$ cat config.mk
export PLATFORM = sky130hd
export DESIGN_NAME = ext_bus_responder
export DESIGN_NICKNAME = d
export VERILOG_FILES = /design/src/rtl/ext_bus_pkg.sv /design/src/rtl/tx_sync_fifo.sv /design/src/rtl/ext_bus_responder.sv
export SDC_FILE = /design/constraint.sdc
export NUM_CORES = 1
export LEC_CHECK = 0
export ABC_CLOCK_PERIOD_IN_PS = 5600
export CAP_MARGIN = 20
export CORE_MARGIN = 2
export CORE_UTILIZATION = 45
export CTS_CLUSTER_DIAMETER = 40
export DETAILED_ROUTE_END_ITERATION = 10
export SLEW_MARGIN = 25
export SYNTH_ARGS = -nofsm -noshare
export SYNTH_HDL_FRONTEND = slang
export SYNTH_HIERARCHICAL = 1
export SYNTH_SLANG_ARGS = --single-unit
$ cat constraint.sdc
create_clock -name CLK -period 5.6 [get_ports CLK]
set_input_delay 1.68 -clock CLK [delete_from_list [all_inputs] [get_ports CLK]]
set_output_delay 1.68 -clock CLK [all_outputs]
set_load 0.02 [all_outputs]
$ cat src/rtl/ext_bus_pkg.sv
// Shared offsets and bit positions for the external bus responder register map.
package ext_bus_pkg;

  localparam logic [31:0] OFF_FIFO_DATA = 32'h10;
  localparam logic [31:0] OFF_STATUS    = 32'h11;
  localparam logic [31:0] OFF_CTRL      = 32'h12;
  localparam logic [31:0] OFF_TIMER     = 32'h13;

  localparam int ST_EMPTY   = 0;
  localparam int ST_FULL    = 1;
  localparam int ST_OVF     = 2;
  localparam int ST_CNT_LSB = 8;

  localparam int CTRL_CLR_OVF = 0;
  localparam int CTRL_FLUSH   = 1;

  function automatic logic [31:0] status_word(input logic [7:0] cnt, input logic ovf,
                                              input logic full, input logic empty);
    logic [31:0] w;
    w = '0;
    w[ST_CNT_LSB +: 8] = cnt;
    w[ST_OVF]          = ovf;
    w[ST_FULL]         = full;
    w[ST_EMPTY]        = empty;
    return w;
  endfunction

endpackage

$ cat src/rtl/tx_sync_fifo.sv
// Single-clock FIFO with flush; head word is presented combinationally (zero when empty).
module tx_sync_fifo #(
  parameter int WIDTH = 32,
  parameter int DEPTH = 8
) (
  input  logic                       clk,
  input  logic                       rst_n,
  input  logic                       push,
  input  logic [WIDTH-1:0]           push_data,
  input  logic                       pop,
  input  logic                       flush,
  output logic                       full,
  output logic                       empty,
  output logic [$clog2(DEPTH):0]     count,
  output logic [WIDTH-1:0]           head
);

  localparam int AW = $clog2(DEPTH);
  localparam int CW = AW + 1;

  logic [WIDTH-1:0] mem [DEPTH];
  logic [AW-1:0]    wr_ptr;
  logic [AW-1:0]    rd_ptr;
  logic             do_push;
  logic             do_pop;

  assign empty   = (count == '0);
  assign full    = (count == CW'(DEPTH));
  assign do_pop  = pop && !empty;
  // A full FIFO still accepts a word when the head leaves in the same cycle.
  assign do_push = push && (!full || do_pop);
  assign head    = empty ? '0 : mem[rd_ptr];

  always_ff @(posedge clk or negedge rst_n) begin
    if (!rst_n) begin
      wr_ptr <= '0;
      rd_ptr <= '0;
      count  <= '0;
    end else if (flush) begin
      wr_ptr <= '0;
      rd_ptr <= '0;
      count  <= '0;
    end else begin
      if (do_push) wr_ptr <= wr_ptr + AW'(1);
      if (do_pop)  rd_ptr <= rd_ptr + AW'(1);
      count <= count + CW'(do_push) - CW'(do_pop);
    end
  end

  always_ff @(posedge clk) begin
    if (do_push && !flush) mem[wr_ptr] <= push_data;
  end

endmodule

$ cat src/rtl/ext_bus_responder.sv
// Off-chip CPU bus target: scratch RAM, TX FIFO, STATUS/CTRL and a free-running timer.
module ext_bus_responder
  import ext_bus_pkg::*;
#(
  parameter logic [31:0] BASE_ADDR     = 32'h0000_2000,
  parameter int          SCRATCH_WORDS = 16,
  parameter int          FIFO_DEPTH    = 8
) (
  input  logic        CLK,
  input  logic        Reset,
  input  logic        CS,
  input  logic        WE,
  input  logic [31:0] ADDR,
  input  logic [31:0] Data_BUS_WRITE,
  output logic [31:0] Data_BUS_READ,
  output logic        out_valid,
  input  logic        out_ready,
  output logic [31:0] out_data
);

  localparam int CW = $clog2(FIFO_DEPTH) + 1;
  localparam int SW = $clog2(SCRATCH_WORDS);

  logic [31:0]   off;
  logic          hit;
  logic          wr_hit;
  logic          scratch_sel;
  logic          fifo_push;
  logic          ctrl_wr;
  logic          flush;
  logic          clr_ovf;
  logic          pop;
  logic          full;
  logic          empty;
  logic [CW-1:0] count;
  logic          ovf;
  logic [31:0]   timer;
  logic [31:0]   rd_mux;
  logic [31:0]   scratch [SCRATCH_WORDS];

  assign off         = ADDR - BASE_ADDR;
  assign hit         = CS && (ADDR >= BASE_ADDR) && (off <= OFF_TIMER);
  assign wr_hit      = hit && WE;
  assign scratch_sel = (off < 32'(SCRATCH_WORDS));
  assign fifo_push   = wr_hit && (off == OFF_FIFO_DATA);
  assign ctrl_wr     = wr_hit && (off == OFF_CTRL);
  assign flush       = ctrl_wr && Data_BUS_WRITE[CTRL_FLUSH];
  assign clr_ovf     = ctrl_wr && Data_BUS_WRITE[CTRL_CLR_OVF];
  assign out_valid   = !empty;
  assign pop         = out_valid && out_ready;

  tx_sync_fifo #(
    .WIDTH (32),
    .DEPTH (FIFO_DEPTH)
  ) u_fifo (
    .clk       (CLK),
    .rst_n     (Reset),
    .push      (fifo_push),
    .push_data (Data_BUS_WRITE),
    .pop       (pop),
    .flush     (flush),
    .full      (full),
    .empty     (empty),
    .count     (count),
    .head      (out_data)
  );

  always_comb begin
    rd_mux = '0;
    if (hit) begin
      if (scratch_sel)
        rd_mux = scratch[off[SW-1:0]];
      else if (off == OFF_STATUS)
        rd_mux = status_word({{(8-CW){1'b0}}, count}, ovf, full, empty);
      else if (off == OFF_TIMER)
        rd_mux = timer;
    end
  end

  always_ff @(posedge CLK or negedge Reset) begin
    if (!Reset) begin
      ovf           <= 1'b0;
      timer         <= '0;
      Data_BUS_READ <= '0;
    end else begin
      // A dropped push outranks a same-cycle clear; flush suppresses the drop entirely.
      if (fifo_push && full && !pop && !flush)
        ovf <= 1'b1;
      else if (clr_ovf)
        ovf <= 1'b0;
      timer <= (wr_hit && (off == OFF_TIMER)) ? Data_BUS_WRITE : timer + 32'd1;
      if (CS && !WE)
        Data_BUS_READ <= rd_mux;
    end
  end

  always_ff @(posedge CLK) begin
    if (wr_hit && scratch_sel) scratch[off[SW-1:0]] <= Data_BUS_WRITE;
  end

endmodule

Yosys cells after proc, flatten, opt, wreduce, memory -nomap -nowiden
Memories as Yosys holds them, arrays and structs flattened.
Index checks and enable logic that the tools add are counted.
Operators by class
  $lt $le $gt $ge: 3
  eq/ne operators: 5
  reduce and logical (&&, ||, !) cells: 27
  mux-type cells: 17
  add/sub/neg operators: 6
Operator list (number)
  $mux 32: 6
  $eq 32x5->1 const B: 4
  $add 32x1->32 const B: 1
  $ge 32x14->1 const B: 1
  $le 32x5->1 const B: 1
  $lt 32x5->1 const B: 1
  $sub 32x14->32 const B: 1
  $logic_and 1x1->1: 17
  $mux 3: 4
  $add 3x1->3 const B: 2
  $mux 1: 6
  $reduce_bool 2->1: 3
  $logic_not 1->1: 5
  $add 4x1->4: 1
  $eq 4x4->1 const B: 1
  $logic_not 4->1: 1
  $mux 4: 1
  $sub 4x1->4: 1
  $logic_or 1x1->1: 1
Word-level totals
  output and inout port bits: 65
  bits in writable memories: 768
  register bits after elaboration: 75
  memories kept: 2
  input bits: 69
Memory list
  scratch: depth 16, bits a word 32, rd ports 1, clocked after Yosys merged registers in 0, wr ports 1, RTL line ext_bus_responder.sv:39  | logic [31:0] scratch [SCRATCH_WORDS];
  u_fifo.mem: depth 8, bits a word 32, rd ports 1, clocked after Yosys merged registers in 0, wr ports 1, RTL line tx_sync_fifo.sv:21  | logic [WIDTH-1:0] mem [DEPTH];

Depth between registers and ports, before layout
Gate-level depths: netlist (run 1).
  depth after elaboration: 10
  gate-level depth with buffers: 14
  gate-level depth less buffers: 13

Hierarchy
Netlist (run 1), hierarchy kept.
Modules (own cells, without submodules)
  ext_bus_responder: cells an instance 1194, area each 23197.2 um^2, instances 1, seq. area each 17001.3 um^2
  tx_sync_fifo: cells an instance 453, area each 10277.4 um^2, instances 1, seq. area each 7937.6 um^2

Worst setup path before layout (run 1)
No wires, ideal clock.
  path type: input -> register
  from: input port ADDR[13]
  to: memory u_fifo.mem[1][0], enable pin
  arrival: 7.162 ns
  stages: 10
  path slack: -2.064 ns
  required time: 5.099 ns
  setup time: 0.501 ns
  path buffers: 1
  cells stage by stage: inv_1 > ha_1 > nor4bb_1 > nand4bb_1 > buf_2 > or4_1 > or4_1 > nor2_1 > o21ai_0 > nor4_1
Between the ends
  elaborated cells on any way between the ends: 16
  those cells by class: 1 x add/sub; 2 x order compare; 2 x eq/ne; 2 x mux; 9 x reduce/logical
RTL lines
  from (decl): RTL line ext_bus_responder.sv:13  | input logic [31:0] ADDR,
  $sub 32x14->32 or $ge 32x14->1 (tied branches): RTL line ext_bus_responder.sv:41, ext_bus_responder.sv:42
  $le 32x5->1 or $logic_and 1x1->1 (tied branches): RTL line ext_bus_responder.sv:42  | assign hit = CS && (ADDR >= BASE_ADDR) && (off <= OFF_TIMER);
  $logic_and 1x1->1: RTL line ext_bus_responder.sv:42
  $logic_and 1x1->1: RTL line ext_bus_responder.sv:43  | assign wr_hit = hit && WE;
  $logic_and 1x1->1 *: RTL line ext_bus_responder.sv:45  | assign fifo_push = wr_hit && (off == OFF_FIFO_DATA);
  named net fifo_push: RTL line ext_bus_responder.sv:28  | logic fifo_push;
  $logic_and 1x1->1 *: RTL line tx_sync_fifo.sv:31  | assign do_push = push && (!full || do_pop);
  $logic_and 1x1->1 *: RTL line tx_sync_fifo.sv:51  | if (do_push && !flush) mem[wr_ptr] <= push_data;
  $mux 1 *: RTL line tx_sync_fifo.sv:51
  $mux 1 (implied by the code) *: RTL line tx_sync_fifo.sv:51
  to (decl): RTL line tx_sync_fifo.sv:21
Mark *: on every way through the listed nets, which the timed path passes. The rest lies on a longest branch.

Final worst setup path (run 1)
  from: register u_fifo.rd_ptr[0]
  to: output port out_data[11]
Between the ends
  cells in the longest elaborated chain, start to end: 2
RTL lines
  from (decl): RTL line tx_sync_fifo.sv:23  | logic [AW-1:0] rd_ptr;
  from (signal assigned): RTL line tx_sync_fifo.sv:45  | if (do_pop) rd_ptr <= rd_ptr + AW'(1);
  $mem_v2 8x32
  $mux 32: RTL line tx_sync_fifo.sv:32  | assign head = empty ? '0 : mem[rd_ptr];
  to (decl): RTL line ext_bus_responder.sv:18  | output logic [31:0] out_data
Every way passes these cells.

==> reports/metrics.csv, run 1 <==
stage,metric,value,unit
run_status,status,completed,
yosys,Post-Synthesis Cells,1647,
floorplan,Die W,277,um
cts,# hold bufs at CTS,0,
cts,Post-CTS Setup Inserts,0,
finish,synth-to-layout area growth,20.8,%
global_routing,pin count of the biggest net entering global routing,63,
power_and_ir_drop,Pleak,13.2,nW
timing,Tcrit/Tclk final,89.3,%
timing,Worst Tran Pin Value,1.04,ns
finish,multi-input combinational cell area,0.00818,mm2
timing,Fin Hold WS,0.527,ns
detailed_routing,Via density,5.76,
yosys,synth top area cells,"edfxtp_1 (69%), mux4_2 (15%), dfrtp_1 (5.6%)",
floorplan,core footprint,0.0741,mm2
finish,Antenna Cells,0,
timing,"Slew Viols, Final",0,
critical_path,CP required,3.92,ns
yosys,"Distinct cells, synth",67,
flow_run,Max-cap violations,0,
global_routing,initial antenna violation count,0,
yosys,Synth Flop Type,edfxtp_1,
worst_hold_path,Worst Hold Class,flop to flop,
floorplan,Starting Density,45.2,%
yosys,share of the synthesized area in the top cell type,68.9,%
place,HPWL after DPL,45400,um
cts,number of CTS-inserted buffers,110,
detailed_routing,DRC,0,
yosys,Syn Area/Cell,20.3,um2
floorplan,Core Rows,100,
critical_path,Worst Setup Start Kind,flop,
finish,nets,1959,
global_routing,GRT Overall Usage,20.9,%
critical_path,arrival time worst endpoint,3.32,ns
floorplan,Ports,134,
yosys,sequential cell area fraction in the yosys report,74.5,%
cts,CTS clock-pin slew for the worst setup and hold paths,0.05,ns
detailed_routing,antenna-violating nets left,0,
global_routing,vias in the first global route,17700,
yosys,syn_nets,1726,
yosys,Synth top cells by count,"edfxtp_1 (768), mux4_2 (224), dfrtp_1 (75), nor2_1 (58), a21oi_1 (48)",
detailed_routing,First-pass DRT Iterations,7,
timing,endpoints failing setup,0,
timing,slew margin rel.,30.3,%
yosys,Yosys warnings,6,
global_routing,GR Overflow Total,0,
yosys,dominant cell type by area after synthesis,edfxtp_1,
detailed_routing,via count,16900,
place,Placed Instances,2737,
finish,"Design Area, Final",0.0404,mm2
finish,final-layout fill cell count,5682,
timing,final hold violations,0,
finish,layout cells sized above 1,27.8,%
yosys,"EDFF count, synth",768,
place,IO buf count,133,
place,GPL Wtd Cong,0.783,
worst_hold_path,WHS Path Cells,1,
critical_path,Reg2Reg Depth,11,
place,Post-DP Area,0.0367,mm2
critical_path,"Max FO, Critical Path",37,
yosys,most common cell in the netlist,edfxtp_1,
cts,CTS resizes,0,
cts,clk buf depth,3,
finish,Reg area,0.0249,mm2
finish,Final Util,54.6,%
floorplan,Die Y-Extent,277,um
power_and_ir_drop,Cell Pwr Density,406,mW/mm2
yosys,Synth Cell Area,0.0335,mm2
timing,fmax,200,MHz
detailed_routing,initial drt markers,1602,
detailed_routing,Total Wirelength,78800,um
cts,Clock Tree Root,clkbuf_16,
floorplan,die area,0.0766,mm2
yosys,Synth async-reset ratio,8.90,%
cts,worst skew pair latency,0.66,ns
timing,RSZ-0062 raised after global routing,false,
cts,htree depth,3,
global_routing,first-pass GRT wire length,117000,um
cts,clk sink count,843,
critical_path,Worst setup EP type,output port,
finish,final cell count without fillers,2941,
power_and_ir_drop,peak supply drop,388,uV
critical_path,worst setup path class,flop to output port,
cts,CTS tree,yes,
yosys,flip-flop and latch count after synthesis,843,
timing,Tmin final,5.00,ns
detailed_routing,WL/cell,26.8,um
timing,final clock skew,0.0246,ns
-- final timing paths --
check / to / slack, ns / startpoint
setup / recovery: out_data[11] / 0.60 / u_fifo/rd_ptr[0]
hold / removal: timer[0] / 0.53 / timer[0]
setup reg to reg: u_fifo/count[3] / 2.46 / u_fifo/count[2]
hold reg to reg: timer[0] / 0.53 / timer[0]
max in group asynchronous: timer[16] / 3.56 / Reset
min in group asynchronous: ovf / 1.07 / Reset
-- report_power, final --
| group | internal (mW) | switching (mW) | total, mW | leakage (nW) |
|---|---|---|---|---|
| sequential | 6.90 | 0.126 | 7.03 | 7.80 |
| clock | 4.38 | 2.74 | 7.12 | 1.81 |
| combinational | 1.12 | 1.16 | 2.28 | 3.56 |
| total | 12.4 | 4.03 | 16.4 | 13.2 |
-- state kept, by name, indices dropped and copies added (netlist names) --
| name | flops |
|---|---|
| u_fifo/mem | 256 |
| Data_BUS_READ | 32 |
| u_fifo/count | 4 |
| ovf | 1 |
| scratch | 512 |
| u_fifo/rd_ptr | 3 |
| u_fifo/wr_ptr | 3 |
| timer | 32 |
-- area by class of cell --
class,count,area share [%]
inverter,38,0.353
multi-input combinational,680,20.2
clock buffer,126,7.09
timing repair buffer,207,5.33
sequential,843,61.7
tap,969,3.00
clock inverter,78,2.30
-- logic make-up (layout without fill, tap and decap cells) --
kind of cell	Yosys count	after routing	synth area share, %
mux	230	230	15.3
fa+ha+maj	10	10	0.396
flops	843	843	74.5
compound gates	171	171	3.33
xor+xnor	32	32	0.837
simple gates	237	237	4.01
buf+inv	124	449	1.65
-- cell usage in the layout (no fill, tap or decap), types with 27 or more instances in the layout --
master | synthesis | routed
edfxtp_1 | 768 | 768
mux4_2 | 224 | 224
clkdlybuf4s50_1 | 0 | 116
clkbuf_16 | 0 | 112
dfrtp_1 | 75 | 73
a21oi_1 | 48 | 48
buf_4 | 2 | 48
nor2_1 | 58 | 47
inv_1 | 37 | 37
a22o_1 | 37 | 37
o21ai_0 | 32 | 31
nand2_1 | 29 | 29
buf_12 | 0 | 27
-- metrics by stage --
step                      TNS (ns)  power, mW  setup WS (ns)
after floorplan            -120.71       8.56          -1.13
after global placement           0       9.47         0.0632
after detailed placement         0       9.48         0.0217
after CTS                        0       16.6          0.521
after global routing             0       17.0          0.415
final                            0       16.4          0.599
-- critical path: stages, from the launching register on --
cell and delay, ns:
dfrtp_4 0.91, buf_12 0.31, mux4_2 0.55, a22o_1 0.28, clkdlybuf4s50_1 0.55
-- per-layer routing --
layer,GRT usage [%],vias to the layer above,routed length [um]
met5,0,-,0
met4,6.15,0,1550
met3,3.54,101,4530
met2,34.6,520,39500
met1,28.6,8985,33300
li1,-,7332,-
No activity file was read; power rests on OpenSTA's default activity.
==> run 2, diff against run 1 <==
--- a/config.mk
+++ b/config.mk
@@ -10,6 +10,7 @@
 export CORE_MARGIN = 2
 export CORE_UTILIZATION = 45
 export CTS_CLUSTER_DIAMETER = 40
+export CTS_CLUSTER_SIZE = 8
 export DETAILED_ROUTE_END_ITERATION = 10
 export SLEW_MARGIN = 25
 export SYNTH_ARGS = -nofsm -noshare
==> reports/metrics.csv, run 2 (synthesized netlist as in run 1, its figures left out) <==
stage,metric,value,unit
run_status,status,completed,
place,Placed Instances,2737,
timing,fmax,199,MHz
global_routing,GRT Overall Usage,21.2,%
critical_path,Reg2Reg Depth,11,
finish,final cell count without fillers,2953,
global_routing,GR Overflow Total,0,
place,HPWL after DPL,45400,um
detailed_routing,First-pass DRT Iterations,5,
critical_path,worst setup path class,flop to output port,
detailed_routing,via count,17200,
detailed_routing,Via density,5.81,
timing,slew margin rel.,30.1,%
floorplan,Core Rows,100,
floorplan,core footprint,0.0741,mm2
finish,synth-to-layout area growth,21.4,%
timing,RSZ-0062 raised after global routing,false,
global_routing,vias in the first global route,18000,
detailed_routing,antenna-violating nets left,0,
place,IO buf count,133,
timing,Worst Tran Pin Value,1.04,ns
cts,CTS resizes,0,
global_routing,first-pass GRT wire length,118000,um
timing,final clock skew,0.0266,ns
power_and_ir_drop,Cell Pwr Density,411,mW/mm2
cts,worst skew pair latency,0.70,ns
timing,Tmin final,5.02,ns
critical_path,Worst setup EP type,output port,
timing,Fin Setup TNS,0,ns
floorplan,Die Y-Extent,277,um
finish,max reg flops,512,
finish,"commonest non-fill, non-tap cell in the layout",edfxtp_1,
cts,number of CTS-inserted buffers,134,
cts,clk sink count,843,
detailed_routing,DRC,0,
floorplan,die area,0.0766,mm2
finish,Antenna Cells,0,
detailed_routing,WL/cell,27.0,um
critical_path,CP required,3.92,ns
timing,endpoints failing setup,0,
floorplan,Ports,134,
worst_hold_path,Worst Hold Class,flop to flop,
critical_path,Worst Setup Start Kind,flop,
finish,"Design Area, Final",0.0407,mm2
timing,"Slew Viols, Final",0,
power_and_ir_drop,Pleak,13.3,nW
finish,nets,1983,
flow_run,Max-cap violations,0,
timing,final hold violations,0,
critical_path,arrival time worst endpoint,3.34,ns
cts,htree depth,4,
finish,layout cells sized above 1,26.6,%
power_and_ir_drop,peak supply drop,337,uV
floorplan,Starting Density,45.2,%
global_routing,initial antenna violation count,0,
cts,Clock Tree Root,clkbuf_16,
cts,Post-CTS Setup Inserts,0,
cts,CTS clock-pin slew for the worst setup and hold paths,0.04,ns
detailed_routing,Total Wirelength,79600,um
global_routing,pin count of the biggest net entering global routing,63,
place,Post-DP Area,0.0367,mm2
timing,Tcrit/Tclk final,89.7,%
cts,# hold bufs at CTS,0,
place,GPL Wtd Cong,0.783,
floorplan,Die W,277,um
cts,clk buf depth,3,
worst_hold_path,WHS Path Cells,1,
finish,most frequent cells in the layout,"edfxtp_1 (768), mux4_2 (224), clkbuf_16 (139)",
cts,CTS tree,yes,
critical_path,"Max FO, Critical Path",37,
detailed_routing,initial drt markers,1688,
[run 2: per-stage QoR]
stage	worst slack [ns]	hold slack, ns	power [mW]	util [%]
floorplan	-1.13	0.460	8.56	-
global placement	0.0632	0.507	9.47	49.5
detailed placement	0.0217	0.511	9.48	49.5
CTS	0.476	0.520	16.9	55.0
global route	0.376	0.530	17.3	54.9
finish	0.578	0.522	16.7	54.9
[run 2: power breakdown]
part	switching [mW]	total, mW	internal, mW
logic	1.16	2.28	1.12
clock network	2.67	7.38	4.71
registers	0.124	7.04	6.92
[run 2: worst paths after layout]
| path | end | startpoint | slack [ns] |
|---|---|---|---|
| setup / recovery | out_data[11] | u_fifo/rd_ptr[0] | 0.58 |
| hold / removal | timer[0] | timer[0] | 0.52 |
| setup reg to reg | u_fifo/count[3] | u_fifo/count[2] | 2.47 |
| hold reg to reg | timer[0] | timer[0] | 0.52 |
| max in group asynchronous | timer[21] | Reset | 3.60 |
| min in group asynchronous | u_fifo/wr_ptr[1] | Reset | 1.04 |
[run 2: layer usage]
metal / part of all wire (%) / up-vias / GRT usage (%)
met3: 5.4 / 121 / 4.49
met5: 0 / - / 0
met1: 42 / 9167 / 28.5
li1: - / 7346 / -
met2: 50 / 535 / 35.3
met4: 2.0 / 0 / 6.12
[run 2: worst max-delay path, cell delays in order (launching register included)]
cell and delay, ns:
dfrtp_4 0.90, buf_12 0.31, mux4_2 0.54, a22o_1 0.28, clkdlybuf4s50_1 0.55
[run 2: final cells by class]
type                    count  area (um2)
well taps                 969        1210
clock inverters            31         297
clock buffers             185        3710
fillers                  5712       33400
repair buffers            207        2160
multi-input cells         680        8180
flip-flops and latches    843       24900
inverters                  38         143
